==> src/rtl/wb_port_arbiter_pkg.sv <==
// Shared writeback types: data width, register address width, queued-entry layout
// and the writeback mux result-select encodings.
package wb_port_arbiter_pkg;
  localparam int XLEN       = 32;
  localparam int REG_ADDR_W = 5;

  typedef struct packed {
    logic [REG_ADDR_W-1:0] rd;
    logic [XLEN-1:0]       wd;
  } wb_entry_t;

  typedef enum logic [1:0] {
    RES_ALU = 2'b00,
    RES_MEM = 2'b01,
    RES_PC4 = 2'b10
  } res_sel_e;
endpackage

==> src/rtl/wb_port_arbiter_fifo.sv <==
// Small synchronous FIFO holding long-unit results until the register-file write
// port is free. Caller never pushes when full or pops when empty.
module wb_result_fifo
  import wb_port_arbiter_pkg::*;
#(
  parameter int DEPTH = 4,
  localparam int AW = $clog2(DEPTH),
  localparam int CW = AW + 1
) (
  input  logic          clk,
  input  logic          rst,
  input  logic          i_push,
  input  wb_entry_t     i_wdata,
  input  logic          i_pop,
  output wb_entry_t     o_rdata,
  output logic [CW-1:0] o_count,
  output logic          o_full,
  output logic          o_empty
);
  wb_entry_t     r_mem [DEPTH];
  logic [AW-1:0] r_wptr;
  logic [AW-1:0] r_rptr;
  logic [CW-1:0] r_count;

  // Storage carries no reset; only pointers and count define validity.
  always_ff @(posedge clk) begin
    if (i_push) r_mem[r_wptr] <= i_wdata;
  end

  always_ff @(posedge clk or negedge rst) begin
    if (!rst) begin
      r_wptr  <= '0;
      r_rptr  <= '0;
      r_count <= '0;
    end else begin
      if (i_push) r_wptr <= r_wptr + AW'(1);
      if (i_pop)  r_rptr <= r_rptr + AW'(1);
      case ({i_push, i_pop})
        2'b10:   r_count <= r_count + CW'(1);
        2'b01:   r_count <= r_count - CW'(1);
        default: r_count <= r_count;
      endcase
    end
  end

  assign o_rdata = r_mem[r_rptr];
  assign o_count = r_count;
  assign o_full  = (r_count == CW'(DEPTH));
  assign o_empty = (r_count == '0);
endmodule

==> src/rtl/wb_port_arbiter.sv <==
// Shares the register-file write port between the W stage and a long-latency unit;
// the pipeline wins unless queued results have waited STARVE_MAX cycles.
module wb_port_arbiter
  import wb_port_arbiter_pkg::*;
#(
  parameter int DEPTH      = 4,
  parameter int STARVE_MAX = 4
) (
  input  logic                  clk,
  input  logic                  rst,
  input  logic                  pipe_we,
  input  logic [REG_ADDR_W-1:0] pipe_rd,
  input  logic [XLEN-1:0]       pipe_wd,
  input  logic                  lu_valid,
  input  logic [REG_ADDR_W-1:0] lu_rd,
  input  logic [XLEN-1:0]       lu_wd,
  output logic                  lu_ready,
  output logic                  wb_stall,
  output logic                  rf_we,
  output logic [REG_ADDR_W-1:0] rf_rd,
  output logic [XLEN-1:0]       rf_wd,
  output logic [31:0]           busy_regs
);
  localparam int CW = $clog2(DEPTH) + 1;
  localparam int SW = $clog2(STARVE_MAX + 1);

  wb_entry_t     w_head;
  wb_entry_t     w_lu_entry;
  logic [CW-1:0] w_count;
  logic          w_full;
  logic          w_empty;
  logic          w_pipe_act;
  logic          w_force;
  logic          w_pop;
  logic          w_accept;
  logic          w_push;
  logic [31:0]   w_busy_nxt;
  logic [SW-1:0] r_starve;
  logic [31:0]   r_busy;

  assign w_lu_entry = '{rd: lu_rd, wd: lu_wd};

  wb_result_fifo #(.DEPTH(DEPTH)) u_fifo (
    .clk     (clk),
    .rst     (rst),
    .i_push  (w_push),
    .i_wdata (w_lu_entry),
    .i_pop   (w_pop),
    .o_rdata (w_head),
    .o_count (w_count),
    .o_full  (w_full),
    .o_empty (w_empty)
  );

  assign w_pipe_act = pipe_we && (pipe_rd != '0);
  assign w_force    = !w_empty && (r_starve == SW'(STARVE_MAX));
  assign w_pop      = rst && !w_empty && (!w_pipe_act || w_force);
  assign w_accept   = lu_valid && lu_ready;
  // x0 results are acknowledged to the long unit but never stored.
  assign w_push     = w_accept && (lu_rd != '0);

  always_comb begin
    lu_ready = 1'b0;
    wb_stall = 1'b0;
    rf_we    = 1'b0;
    rf_rd    = '0;
    rf_wd    = '0;
    if (rst) begin
      lu_ready = !w_full;
      if (w_pop) begin
        rf_we    = 1'b1;
        rf_rd    = w_head.rd;
        rf_wd    = w_head.wd;
        wb_stall = w_force && w_pipe_act;
      end else if (w_pipe_act) begin
        rf_we = 1'b1;
        rf_rd = pipe_rd;
        rf_wd = pipe_wd;
      end
    end
  end

  always_comb begin
    w_busy_nxt = r_busy;
    if (w_pop)  w_busy_nxt[w_head.rd] = 1'b0;
    if (w_push) w_busy_nxt[lu_rd]     = 1'b1;
    w_busy_nxt[0] = 1'b0;
  end

  always_ff @(posedge clk or negedge rst) begin
    if (!rst) begin
      r_starve <= '0;
      r_busy   <= '0;
    end else begin
      r_busy <= w_busy_nxt;
      if (w_empty || w_pop)
        r_starve <= '0;
      else if (r_starve != SW'(STARVE_MAX))
        r_starve <= r_starve + SW'(1);
    end
  end

  assign busy_regs = r_busy;
endmodule
==> config.mk <==
export PLATFORM = sky130hd
export DESIGN_NAME = wb_port_arbiter
export DESIGN_NICKNAME = d
export VERILOG_FILES = /design/src/rtl/wb_port_arbiter_pkg.sv /design/src/rtl/wb_port_arbiter_fifo.sv /design/src/rtl/wb_port_arbiter.sv
export SDC_FILE = /design/constraint.sdc
export NUM_CORES = 1
export LEC_CHECK = 0
export ABC_AREA = 0
export BUFFER_PORTS_ARGS = -buffer_cell sky130_fd_sc_hd__buf_4
export CORE_AREA = 2 2 130 132
export CTS_BUF_LIST = sky130_fd_sc_hd__clkbuf_4 sky130_fd_sc_hd__clkbuf_8 sky130_fd_sc_hd__clkbuf_16
export CTS_CLUSTER_DIAMETER = 100
export CTS_CLUSTER_SIZE = 14
export DETAILED_ROUTE_END_ITERATION = 10
export DIE_AREA = 0 0 132 134
export GPL_ROUTABILITY_DRIVEN = 0
export PLACE_DENSITY = 0.83
export SLEW_MARGIN = 0
export SYNTH_ARGS = -nofsm -noshare
export SYNTH_HDL_FRONTEND = slang
export SYNTH_SLANG_ARGS = --single-unit
==> constraint.sdc <==
create_clock -name clk -period 3.2 [get_ports clk]
set_input_delay 0.16 -clock clk [delete_from_list [all_inputs] [get_ports clk]]
set_output_delay 0.16 -clock clk [all_outputs]
set_load 0.02 [all_outputs]
==> reports/results.env <==
OUTCOME='completed'
GLOBAL_ROUTING_MET3_RESOURCE_UTILIZATION_PCT=6.31
CTS_TREE='built'
SYNTHESIS.YOSYS.WARNINGS=0
VDD.IR_DROP.WORST_mV=0.507
NUM_ANTENNA_CELLS=0
DRT_DRC_VIOLATIONS_LEFT=0
SETUP_VIOL_COUNT_FINAL=0
PATH_BUF_INV=4
GLOBALROUTE.BUSIESTLAYER='met2'
DIEHEIGHT_UM=134
CELL_AREA_AFTER_TECHNOLOGY_MAPPING_SQ_UM=8760
CLK-INSERTION-DELAY-LATE_PS=430
MIN_PERIOD_OVER_PERIOD_PCT=92.4
PATH_CLASS='input port to primary output'
CTS.HTREE.LEVELS=4
FINALNETCOUNT=820
YS_SEQ_ELEMENTS=189
SYNTH.AREA.TOP_CELLS='edfxtp_1, dfrtp_1, mux4_2'
WORST_CLOCK_SKEW_PS=7.23
CORE_AREA_SQ_UM=16300
POSTROUTEANTENNANETS=0
LAYOUT_COMMONEST_CELL='buf_4'
POST_SYNTH_NUM_CELL_TYPES=54
ASYNC_FLOP_SHARE_PCT=21.7
FIN_SETUP_TNS_PS=0
CP_SLOWEST_STAGE_DELAY_PS=900
PEAK_FANOUT_ALONG_THE_CRITICAL_PATH=36
NUMCTSBUFFERS=17
SYNTH_TOP_FLOP_CELL='edfxtp_1'
DETAILED_ROUTE_VIAS_PER_INSTANCE=6.36
CRIT_PATH_START_KIND='input port'
FIRST_GLOBAL_VIAS=6177
CTS-ROOT-TO-SINK-BUFFERS=2
SYNTHCELLS=576
PLACED_INST_AREA_SQ_UM=9960
WORST_PATH_MOST_REPEATED_CELL='buf_4'
FLOORPLAN.INITIALDENSITY_PCT=53.8
STATIC-LEAKAGE-POWER_nW=3.96
DRT_FIRST_PASS_ITERS=7
SYNTH_ENABLE_FLOP_CELLS=148
MAX_FREQ_MHz=338
DRV_SLEW=0
GRTUSAGEMET2_PCT=42.9
CLOCKROOTBUFFER='clkbuf_16'
HPWLAFTERDP_UM=13500
CRITICAL_PATH_END_TYPE='primary output'
CTS.SINK_COUNT=189
INITIALDRTVIOLATIONCOUNT=638
SYNTH_AREA_LEADER_CELL='edfxtp_1'
CRIT_PATH_REQUIRED_TIME_PS=3040
CRIT_ARRIVAL_PS=2800
PIN_COUNT=150
MIN-DELAY-PATH-CLASS='input port to register'
GRT_UTIL_ALL_LAYERS_PCT=24.8
POWER_DENSITY_nW_PER_UM2=807
DIE-AREA_SQ_UM=17700
PIN_COUNT_OF_THE_BIGGEST_NET_ENTERING_GLOBAL_ROUTING=61
MAPPEDNETLISTNETS=662
LAYOUT_COMMON_CELLS='buf_4, edfxtp_1, dfrtp_1'
RRSETUPSLACK_PS=770
LAYOUT-AREA-OVERHEAD-VS-SYNTH_PCT=25.1
PERIOD_NEEDED_PS=2960
DETAIL_ROUTE.WL_PER_CELL_UM=22.2
GLOBAL_ROUTE.OVERFLOW_TOTAL=0
TIMING_WORST_SLEW_PIN_VALUE_PS=1090
ANTENNA_FOUND_INITIAL=0
VIA_COUNT=6154
CTS_SETUP_BUFFERS=0
SLOWEST_STAGE='nor2b_4'
HOLD_VIOL=0
REG_CLK_SLEW_REPORTED_PATHS_PS=70
GRT.MET1_USAGE_PCT=31.2
CRITICAL_PATH.CELL_CHAIN='dlygate4sd3_1, buf_4, nor2b_4, buf_4, nand3_1, a21boi_1, buf_4'
POSTLAYOUTCELLAREA_SQ_UM=11000
LAYOUT-DRIVE-GT1-SHARE_PCT=33.2
BUFFER_PORTS.INSERTED=148
SYNTH_SEQUENTIAL_AREA_RATIO_PCT=62.5
SYNTH_TOP_CELL_AREA_SHARE_PCT=50.8
ROUTED_WIRELENGTH_UM=21500
MAX_CAP_VIOLATIONS=0
MAX_SLEW_HEADROOM_PCT=27.5
GLOBAL_ROUTE_WIRE_LENGTH_BEFORE_REPAIR_UM=33400
PATH_DELAY_FAMILY='buffers and inverters'
RSZ0062_AT_GRT='false'
CORE.ROWCOUNT=47
SYNTHESIS.AREA_PER_INSTANCE_SQ_UM=15.2
FLOORPLAN.DIE.WIDTH_UM=132
-- logic make-up after synthesis --
logic type	synth area share, %
flops	62.5
compound gates	13.4
simple gates	7.80
buf+inv	3.96
mux	10.5
fa+ha+maj	1.23
xor+xnor	0.600
other cells	0.0428
-- where the power goes --
part	internal, W	switching [W]	total [W]
sequential	0.00313	0.000315	0.00344
clock	0.00126	0.000937	0.00219
combinational	0.00145	0.00176	0.00320
total	0.00583	0.00301	0.00884
-- stage by stage --
stage,total power [W],setup slack [ps],instances,util [%],hold slack [ps]
6_report,0.00884,243,967,67.3,213
5_1_grt,0.00922,106,967,67.3,211
4_1_cts,0.00886,291,967,67.3,180
3_5_place_dp,0.00664,731,897,61.1,64.0
3_3_place_gp,0.00651,812,897,61.1,44.8
2_1_floorplan,0.00563,723,576,-,-136
-- what timing repair did --
item | 4_1_cts | 5_1_grt
setup endpoints to repair | 0 | 0
resized for setup | 0 | 0
hold buffers | 38 | 0
endpoints found under the hold margin | 152 | 0
-- state kept, by name, indices dropped and copies added (netlist names) --
name            flops
u_fifo.r_mem      148
busy_regs          31
r_starve            3
u_fifo.o_count      3
u_fifo.r_rptr       2
u_fifo.r_wptr       2
-- worst register-to-register path: stages, from the launching register on --
cell and delay, ps:
dfrtp_1 420, or3b_1 430, and2_1 190, o311a_1 200
inv_1 90, ha_1 170, inv_1 60, fa_1 370
xor2_1 150, nor2_1 110, xor2_1 170
-- synth_stat cells, types with 8 or more instances --
master,instances
a21boi_1,32
buf_2,15
clkbuf_1,32
dfrtp_1,41
edfxtp_1,148
inv_1,8
mux4_2,34
nand2_1,10
nand3_1,35
nor3_1,33
o211ai_1,32
o22a_1,31
o311ai_0,9
o311ai_1,22
-- area by class of cell --
| class | count | area (sq um) |
|---|---|---|
| Tap cell | 220 | 275 |
| Inverter | 10 | 42.5 |
| Clock buffer | 18 | 433 |
| Timing Repair Buffer | 197 | 1590 |
| Fill cell | 1095 | 5330 |
| Multi-Input combinational cell | 319 | 2960 |
| Sequential cell | 189 | 5470 |
| Clock inverter | 14 | 185 |
-- worst paths after layout --
path                                     end               from  cells past startpoint
hold / removal              u_fifo.r_wptr[0]           lu_valid                      3
min in group asynchronous   u_fifo.r_rptr[0]                rst                      2
max in group asynchronous   u_fifo.r_rptr[1]                rst                      3
setup / recovery                   rf_wd[12]                rst                      7
setup reg to reg           u_fifo.o_count[2]  u_fifo.o_count[1]                     10
hold reg to reg                busy_regs[14]      busy_regs[14]                      1
-- per-layer routing --
layer	up-vias	share of wire, %
met2	302	52
li1	2651	-
met1	3164	40
met3	37	6.5
met5	-	0
met4	0	1.8
Power figures use the tool's default switching activity.
